**src/rtl/fifo_pkg.sv**
```systemverilog
// Shared types and helpers for the FIFO read-side packer.
package fifo_pkg;

  typedef enum logic [0:0] {
    ST_FILL  = 1'b0,
    ST_FLUSH = 1'b1
  } packer_state_t;

  localparam int unsigned KEEP_MAX = 32;

  // Thermometer mask with the low 'cnt' bits set; callers size-cast to their lane count.
  function automatic logic [KEEP_MAX-1:0] keep_from_count(input int unsigned cnt);
    logic [KEEP_MAX-1:0] mask;
    mask = {KEEP_MAX{1'b0}};
    for (int unsigned i = 0; i < KEEP_MAX; i++) begin
      mask[i] = (i < cnt);
    end
    return mask;
  endfunction

endpackage

```
**src/rtl/fifo_rd_packer.sv**
```systemverilog
// Pops narrow words from a first-word-fall-through FIFO and packs RATIO of them
// into one wide valid/ready word; flush emits a partial word with lane-valid flags.
module fifo_rd_packer
  import fifo_pkg::*;
#(
  parameter int WIDTH = 8,
  parameter int RATIO = 4
) (
  input  logic                   clk,
  input  logic                   reset,
  input  logic [WIDTH-1:0]       fifo_dout,
  input  logic                   fifo_empty,
  output logic                   fifo_rd_en,
  input  logic                   flush,
  output logic [WIDTH*RATIO-1:0] m_data,
  output logic [RATIO-1:0]       m_keep,
  output logic                   m_valid,
  input  logic                   m_ready
);

  localparam int CW = $clog2(RATIO);

  logic [CW-1:0]          cnt_r;
  logic [WIDTH*RATIO-1:0] acc_r;
  packer_state_t          state_r;

  logic                   out_free_s;
  logic                   last_lane_s;
  logic                   pop_s;
  logic [RATIO-1:0]       keep_part_s;

  // Pop decision: only the last-lane pop waits for the output register to free up.
  always_comb begin
    out_free_s  = ~m_valid | m_ready;
    last_lane_s = (cnt_r == CW'(RATIO-1));
    pop_s       = reset & ~fifo_empty & (state_r == ST_FILL) & ~(last_lane_s & ~out_free_s);
    keep_part_s = RATIO'(keep_from_count(32'(cnt_r)));
    fifo_rd_en  = pop_s;
  end

  // Lane accumulation, output register and FILL/FLUSH sequencing.
  always_ff @(posedge clk or negedge reset) begin
    if (!reset) begin
      cnt_r   <= {CW{1'b0}};
      acc_r   <= {(WIDTH*RATIO){1'b0}};
      state_r <= ST_FILL;
      m_data  <= {(WIDTH*RATIO){1'b0}};
      m_keep  <= {RATIO{1'b0}};
      m_valid <= 1'b0;
    end else begin
      if (m_valid && m_ready) begin
        m_valid <= 1'b0;
      end
      case (state_r)
        ST_FILL: begin
          if (pop_s) begin
            if (last_lane_s) begin
              // Completing pop bypasses the accumulator into the top lane.
              m_data  <= {fifo_dout, acc_r[WIDTH*(RATIO-1)-1:0]};
              m_keep  <= {RATIO{1'b1}};
              m_valid <= 1'b1;
              cnt_r   <= {CW{1'b0}};
              acc_r   <= {(WIDTH*RATIO){1'b0}};
            end else begin
              for (int i = 0; i < RATIO; i++) begin
                if (cnt_r == CW'(i)) begin
                  acc_r[i*WIDTH +: WIDTH] <= fifo_dout;
                end
              end
              cnt_r <= cnt_r + CW'(1);
              if (flush && (cnt_r != {CW{1'b0}})) begin
                state_r <= ST_FLUSH;
              end
            end
          end else if (flush && (cnt_r != {CW{1'b0}})) begin
            state_r <= ST_FLUSH;
          end
        end
        ST_FLUSH: begin
          if (out_free_s) begin
            m_data  <= acc_r;
            m_keep  <= keep_part_s;
            m_valid <= 1'b1;
            cnt_r   <= {CW{1'b0}};
            acc_r   <= {(WIDTH*RATIO){1'b0}};
            state_r <= ST_FILL;
          end
        end
        default: begin
          state_r <= ST_FILL;
        end
      endcase
    end
  end

endmodule

```
**config.mk**
```make
export PLATFORM = sky130hd
export DESIGN_NAME = fifo_rd_packer
export DESIGN_NICKNAME = d
export VERILOG_FILES = /design/src/rtl/fifo_pkg.sv /design/src/rtl/fifo_rd_packer.sv
export SDC_FILE = /design/constraint.sdc
export NUM_CORES = 1
export LEC_CHECK = 0
export CORE_MARGIN = 2
export CORE_UTILIZATION = 50
export CTS_CLUSTER_DIAMETER = 100
export DETAILED_ROUTE_END_ITERATION = 12
export PLACE_DENSITY_LB_ADDON = 0.15
export SETUP_SLACK_MARGIN = 0.4
export SYNTH_ARGS = -nofsm -noshare
export SYNTH_HDL_FRONTEND = slang
export SYNTH_SLANG_ARGS = --single-unit
```
**constraint.sdc**
```tcl
create_clock -name clk -period 2.25 [get_ports clk]
set_input_delay 0.3375 -clock clk [delete_from_list [all_inputs] [get_ports clk]]
set_output_delay 0.3375 -clock clk [all_outputs]
set_load 0.01 [all_outputs]
```
### After elaboration in Yosys (flattened, before gate mapping)

Cells that the tools add are included.

* order comparisons: 3
* bitwise operators: 10
* equal/unequal tests: 9
* $add $sub $neg: 1
* multiplexer cells: 29
* reductions and logical operators: 9

Operator list (count)
* $mux 32: 6
* $pmux 32 s2: 2
* $mux 8: 3
* $mux 4: 3
* $reduce_and 3->1: 4
* $ne 3x2->1 const B: 3
* $mux 1: 8
* $pmux 4 s2: 1
* $mux 2: 3
* $not 1->1: 5
* $and 1x1->1: 4
* $eq 2x2->1 const B: 2
* $lt 1x2->1 const A: 2
* $ne 2x2->1 const B: 2
* $pmux 1 s2: 2
* $pmux 2 s2: 1
* $add 2x1->2 const B: 1
* $eq 2x1->1 const B: 1
* $logic_and 1x1->1: 2
* $logic_not 2->1: 1
* $lt 2x2->1 const A: 1
* $ne 2x1->1 const B: 1
* $reduce_and 2->1: 1
* $reduce_bool 2->1: 1
* $or 1x1->1: 1

* register bits after elaboration: 72
* output and inout port bits: 38
* input port bits: 13
* word-level logic and storage cells: 70

### Logic depth before layout (Yosys ltp)

Gate-level depths: netlist of run 1.

* depth in word-level cells: 8
* gate-level depth with buffers: 6
* mapped depth without buffers: 5

### Worst setup path before layout of run 1

OpenSTA, ideal clock, no wires.

* path type: reg-to-reg
* from: register cnt_r[0]
* to: register m_data[16]
* arrival time: 1.624 ns
* path buffers: 2
* required time: 2.123 ns
* library setup time: 0.127 ns
* path slack: 0.499 ns
* cell stages (with the launch flop): 7
* period minus slack after synthesis: 1.751 ns
* path through: dfrtp_1 -> ha_1 -> buf_6 -> or2_4 -> o211ai_4 -> buf_6 -> mux2_1

* longest elaborated chain between the ends: 6
* elaborated cells on any way between the ends: 7
* those cells by class: eq/ne: 3; bitwise: 3; reduce/logical: 1

Ends and longest elaborated chain
* from (decl): RTL line fifo_rd_packer.sv:23 `logic [CW-1:0] cnt_r;`
* from (signal assigned): RTL line fifo_rd_packer.sv:44 `cnt_r <= {CW{1'b0}};`
* from (signal assigned): RTL line fifo_rd_packer.sv:62 `cnt_r <= {CW{1'b0}};`
* from (signal assigned): RTL line fifo_rd_packer.sv:70 `cnt_r <= cnt_r + CW'(1);`
* $eq 2x2->1 *: RTL line fifo_rd_packer.sv:35 `last_lane_s = (cnt_r == CW'(RATIO-1));`
* $and 1x1->1: RTL line fifo_rd_packer.sv:36 `pop_s = reset & ~fifo_empty & (state_r == ST_FILL) & ~(last_lane_s & ~out_free_s);`
* $not 1->1: RTL line fifo_rd_packer.sv:36
* $and 1x1->1: RTL line fifo_rd_packer.sv:36
* $ne 2x2->1 (no source line)
* $reduce_and 3->1 (no source line) *
* to (signal assigned): RTL line fifo_rd_packer.sv:47 `m_data <= {(WIDTH*RATIO){1'b0}};`
* to (signal assigned): RTL line fifo_rd_packer.sv:59 `m_data <= {fifo_dout, acc_r[WIDTH*(RATIO-1)-1:0]};`
* to (signal assigned): RTL line fifo_rd_packer.sv:81 `m_data <= acc_r;`
* to (decl): RTL line fifo_rd_packer.sv:15 `output logic [WIDTH*RATIO-1:0] m_data,`

Mark *: on every way between the ends. The rest lies on a longest branch, timed or not.
A chain may end at the register's enable or synchronous reset.

### Worst setup path in the final report of run 1

* from: register cnt_r[0]
* to: output port fifo_rd_en

* longest elaborated chain between the ends: 4

Ends and longest elaborated chain
* $eq 2x2->1: RTL line fifo_rd_packer.sv:35
* $and 1x1->1: RTL line fifo_rd_packer.sv:36
* $not 1->1: RTL line fifo_rd_packer.sv:36
* $and 1x1->1: RTL line fifo_rd_packer.sv:36
* to (decl): RTL line fifo_rd_packer.sv:13 `output logic fifo_rd_en,`

Every way passes these cells.

==> results.ini, run 1 <==
[status]
status=finished clean

[sta]
fin_tns_setup_ns=0
finalSetupViolations=0
rsz0062_at_grt=no
period_share_pct=78.99
worst_slew_pin_slew_ns=0.5040
skew_ns=0.008751
min_period_ns=1.777
slew_violations=0
fmax_mhz=562.6
hold_slack_ns=0.06614
slew_headroom_pct=66.40
finalHoldViolCount=0

[floorplan]
die_w_um=77.06
dieHeight_um=77.06
start_util_pct=51.92
dieArea_um2=5938
rows=26
core_area_um2=5140
io_pins=51

[route]
vias_per_cell=5.489
drcViolationCount=0
vias=1740
dr.first_iter.drc_count=46
wl_per_cell_um=17.18
totalWireLength_mm=5.445
ant_nets=0
firstDrtPassIters=4

[place]
dpl_cell_area_um2=3222
port_buffers=50
place_congestion=0.7985
dp_cells=301
hpwl_mm=3.739

[synthesis]
ys_async_sr_fraction_pct=100.0
netlist_area_um2=2669
synth_nets=203
synthFlopType=dfrtp_1
postSynthCellCount=186
synth_area_leader_cell=dfrtp_1
yosys_warnings=0
synth.most_common_cell=dfrtp_1
yosysSeqAreaShare_pct=60.01
ys_seq_elements=64
yosysUniqueCellTypes=32
synth_commonest_cells=64 x dfrtp_1, 28 x mux2_1, 24 x a22o_1
netlist.area_leader.share_pct=60.01
synth_edf_count=0
postSynthAreaPerCell_um2=14.35
synthTopCellsByArea=dfrtp_1 60%, mux2_1 12%, a22o_1 7.9%

[clock_network]
root_buffer=clkbuf_8
post_cts_resized=3
clock-sinks=64
numCtsBuffers=9
clk_latency_ns=0.33
ctsHoldBuffers=0
cts_setup_buffers=0
h-tree-depth=3
clock_path_buffers=2
cts_tree=yes
path_clk_slew_ns=0.07

[layout]
final_area_um2=3403
num_antenna_cells=0
drive_gt1_share_pct=14.57
syn2layout_area_growth_pct=27.52
nets=259
n_fill_cell=403
fin_cells=317

[worst_setup_path]
rr_worst_depth=5
rr_endpoint=m_data[31]$_DFFE_PN0P_
crit_type=reg -> out
crit_arrival_ns=1.44
regToRegSetupSlack_ns=0.50
critPathMaxFanout=9
end_kind=output port
start_kind=flip-flop
worstPathRequired_ns=1.91
crit-reg2reg-launch=cnt_r[0]$_DFFE_PN0P_

[min_path]
worstHoldPathType=in -> async

[global_route]
grt_util_all_layers_pct=20.05
overflow=0
grt_max_degree=36
antenna_found_initial=0
grt_pass1_wl_mm=9.094
grt_pass1_vias=1781

[run]
cap_violations=0

[pwr]
cellPowerDensity_nw_per_um2=1297
p_total_mw=4.413
irDropWorstVdd_v=0.0007372
p_leak_nw=1.578

## how the worst max path moves through the flow
stage | from | slack, ns | depth (start not counted) | endpoint
floorplan | cnt_r[0]$_DFFE_PN0P_ | 0.50 | 6 | m_data[16]$_DFFE_PN0P_
global placement | fifo_empty | 0.19 | 4 | fifo_rd_en
detailed placement | fifo_empty | 0.17 | 4 | fifo_rd_en
CTS | cnt_r[0]$_DFFE_PN0P_ | 0.42 | 3 | fifo_rd_en
global route | fifo_empty | 0.40 | 4 | fifo_rd_en
finish | cnt_r[0]$_DFFE_PN0P_ | 0.47 | 3 | fifo_rd_en
## routing by layer
metal	vias up	track usage, %	wire length [um]
met5	-	0	0
met4	0	9.821	108
met3	11	4.471	195
met2	42	30.61	2579
met1	894	27.30	2561
li1	793	-	-
## cells in the final DEF, fill, tap and decap left out, types with 2 or more instances in the layout
master,instances
o221ai_2,3
ha_1,3
clkbuf_8,10
clkinv_2,2
clkbuf_1,3
nor2_1,2
mux2_2,5
a21oi_1,2
clkdlybuf4s50_1,48
a22o_1,24
and3_1,4
inv_1,4
nand2b_1,3
dfrtp_2,2
buf_4,6
nor2b_1,10
or3_1,3
nand2_1,3
dfrtp_1,62
mux2_1,28
o21ai_0,2
## sequential cells by signal, indices dropped and copies added, names as in the netlist
signal,cells
cnt_r,2
acc_r,24
m_valid,1
state_r,1
m_keep,4
m_data,32
## worst max-delay path: stages, from the launching register on
cell	delay [ns]
dfrtp_2	0.45
ha_4	0.20
a211oi_1	0.20
clkdlybuf4s15_1	0.27
## area by class of cell
cell class                      instances  area, um^2  share of cell area (%)
Clock buffer                           13       148.9                   4.375
Clock inverter                          3       17.52                  0.5147
Inverter                                4       15.01                  0.4412
Multi-Input combinational cell        106       969.7                   28.49
Sequential cell                        64        1604                   47.13
Tap cell                               70       87.58                   2.574
Timing Repair Buffer                   57       560.5                   16.47
## per-stage QoR
step                      worst slack [ns]  util [%]
after floorplan                     0.4987         -
final                               0.4726     66.21
after global placement              0.1917     62.68
after global routing                0.4043     66.21
after detailed placement            0.1719     62.68
after CTS                           0.4244     66.14
## cell families after synthesis
| family | count (synthesis) | synth area share (%) |
|---|---|---|
| compound gates | 40 | 13.41 |
| buf+inv | 16 | 4.125 |
| mux | 34 | 14.30 |
| simple gates | 28 | 6.283 |
| fa+ha+maj | 4 | 1.875 |
| flops | 64 | 60.01 |
## power by group
part | leakage [nW] | switching (mW) | internal [mW] | total [mW]
combinational | 0.650 | 0.789 | 0.932 | 1.72
clock | 0.0834 | 0.415 | 0.427 | 0.842
sequential | 0.844 | 0.256 | 1.59 | 1.85
No activity file was read; power rests on OpenSTA's default activity.
==> run 2: changes to the inputs <==
--- a/config.mk
+++ b/config.mk
@@ -6,7 +6,7 @@
 export NUM_CORES = 1
 export LEC_CHECK = 0
 export CORE_MARGIN = 2
-export CORE_UTILIZATION = 50
+export CORE_UTILIZATION = 46
 export CTS_CLUSTER_DIAMETER = 100
 export DETAILED_ROUTE_END_ITERATION = 12
 export PLACE_DENSITY_LB_ADDON = 0.15
==> constraint.sdc (replaced) <==
create_clock -name clk -period 1.6 [get_ports clk]
set_input_delay 0.24 -clock clk [delete_from_list [all_inputs] [get_ports clk]]
set_output_delay 0.24 -clock clk [all_outputs]
set_load 0.01 [all_outputs]
==> run 2 against run 1 <==
Effect of this change: the run now ends with negative setup slack left; combinational power up 130%; critical path depth up 3; first-iteration DRC count rose to 3.2 times the previous value; power up 80%; setup slack worse by 0.58 ns; critical path type is now reg -> reg; critical endpoint is now m_data[24]$_DFFE_PN0P_.
==> results.ini, run 2 (synthesis results as in run 1) <==
[status]
status=finished with violations
violations=negative setup slack

[clock_network]
root_buffer=clkbuf_8
path_clk_slew_ns=0.08
h-tree-depth=3
clock-sinks=64
clk_latency_ns=0.35
numCtsBuffers=9
cts_tree=yes
clock_path_buffers=2

[sta]
rsz0062_at_grt=yes
setup_ws_ns=-0.1050
skew_ns=0.01070
slew_violations=0
worst_slew_pin_slew_ns=0.7601
finalSetupViolations=57
fmax_mhz=586.5
fin_tns_setup_ns=-3.280
period_share_pct=106.6
finalHoldViolCount=0
min_period_ns=1.705
slew_headroom_pct=49.33

[worst_setup_path]
worst-path-buf-inv=2
worstPathRequired_ns=1.83
cp_slowest_stage_delay_ns=0.44
start_kind=flip-flop
cpMaxStageDelayCell=dfrtp_2
rr_worst_depth=6
rr_endpoint=m_data[24]$_DFFE_PN0P_
crit-reg2reg-launch=cnt_r[0]$_DFFE_PN0P_
crit_type=reg -> reg
regToRegSetupSlack_ns=-0.11
end_kind=flip-flop
critPathMaxFanout=4
worstPathCellList=ha_4 -> or2_4 -> o211ai_4 -> buf_12 -> clkbuf_16 -> mux2_4
path_delay_family=flip-flops
crit_arrival_ns=1.94

[route]
vias=2097
wl_per_cell_um=19.90
drcViolationCount=0
totalWireLength_mm=7.521
ant_nets=0
dr.first_iter.drc_count=145
firstDrtPassIters=4
vias_per_cell=5.548

[global_route]
antenna_found_initial=0
grt_pass1_vias=2147
grt_util_all_layers_pct=24.05
grt_max_degree=62
grt_pass1_wl_mm=11.36
overflow=0

[floorplan]
rows=27
core_area_um2=5540
io_pins=51
dieHeight_um=80.17
dieArea_um2=6427
start_util_pct=48.17
die_w_um=80.17

[layout]
top_register=m_data
n_fill_cell=359
layout_commonest_cell=dfrtp_1
largest_reg_flops=32
drive_gt1_share_pct=57.84
nets=318
top_regs=m_data (32), acc_r (24), m_keep (4)
final_area_um2=4096
num_antenna_cells=0
syn2layout_area_growth_pct=53.49
final_util_pct=73.94
mostFrequentLayoutCells=62 x dfrtp_1, 41 x buf_4, 35 x buf_2

[pwr]
p_int_mw=5.213
p_comb_share_pct=49.6
p_seq_share_pct=33.6
clock_power_share_pct=16.8
p_leak_nw=2.138
p_total_mw=7.951
irDropWorstVdd_v=0.001069
switching_share_pct=34.44
cellPowerDensity_nw_per_um2=1941
power.net_switching_mw=2.738

[place]
port_buffers=50
place_congestion=0.7987
dpl_cell_area_um2=3483
hpwl_mm=4.326

[run]
cap_violations=0

[min_path]
worstHoldPathType=in -> async

==> run 2: cell count changes in the layout (fill, tap and decap cells not counted), moves of 5 or more <==
cell,before,now
clkdlybuf4s50_1,48,10
buf_6,0,18
mux2_1,28,0
buf_4,6,41
mux2_4,0,33
mux2_2,5,0
buf_2,1,35
==> run 2: power groups by stage <==
stage | registers, mW | clock network, mW | logic (mW)
after detailed placement | 2.67 | 0 | 2.99
after CTS | 2.64 | 1.34 | 3.48
after floorplan | 2.69 | 0 | 1.59
final | 2.67 | 1.34 | 3.94
after global routing | 2.73 | 1.44 | 4.18
after global placement | 2.63 | 0 | 2.89
==> run 2: worst register-to-register path, stage by stage (launching register included) <==
cell and delay (ns):
dfrtp_2 0.44, ha_4 0.19, or2_4 0.24, o211ai_4 0.12
buf_12 0.17, clkbuf_16 0.15, mux2_4 0.30
==> run 2: per-stage QoR <==
stage	worst slack (ns)	hold slack (ns)	instances
after floorplan	-0.1179	-0.05559	186
after global placement	-0.2396	0.2304	323
after detailed placement	-0.2805	0.2345	323
after CTS	-0.06019	0.1783	368
after global routing	-0.1192	0.2194	378
final	-0.1050	0.1433	378
==> run 2: repair_timing <==
item	in CTS	in global routing
resized for setup	166	39
setup endpoints to repair	101	79
endpoints found under the hold margin	3	0
cloned	2	2
hold buffers	1	0
buffers inserted	26	8
pin swaps	7	11
==> run 2: layout make-up <==
| type | instances | area [um^2] | share of cell area [%] |
|---|---|---|---|
| clock buffers | 11 | 151.4 | 3.696 |
| inverters | 4 | 23.77 | 0.5803 |
| multi-input cells | 106 | 1204 | 29.38 |
| clock inverters | 5 | 38.79 | 0.9469 |
| well taps | 72 | 90.09 | 2.199 |
| flip-flops and latches | 64 | 1604 | 39.16 |
| repair buffers | 116 | 984.7 | 24.04 |
==> run 2: layer usage <==
metal | vias to the layer above | global-route usage, % | part of all wire [%]
met5 | - | 0 | 0
met4 | 0 | 8.136 | 1.6
met3 | 21 | 7.416 | 5.7
met2 | 84 | 38.33 | 51
met1 | 1068 | 31.27 | 42
li1 | 924 | - | -
==> run 2: how the worst max path moves through the flow <==
stage	start	to	slack [ns]	cells after the start
after floorplan	cnt_r[1]$_DFFE_PN0P_	m_data[16]$_DFFE_PN0P_	-0.12	6
after CTS	cnt_r[1]$_DFFE_PN0P_	m_data[16]$_DFFE_PN0P_	-0.06	6
after detailed placement	fifo_empty	acc_r[21]$_DFFE_PN0P_	-0.28	6
final	cnt_r[0]$_DFFE_PN0P_	m_data[24]$_DFFE_PN0P_	-0.11	6
after global routing	cnt_r[0]$_DFFE_PN0P_	m_data[31]$_DFFE_PN0P_	-0.12	6
after global placement	fifo_empty	fifo_rd_en	-0.24	4
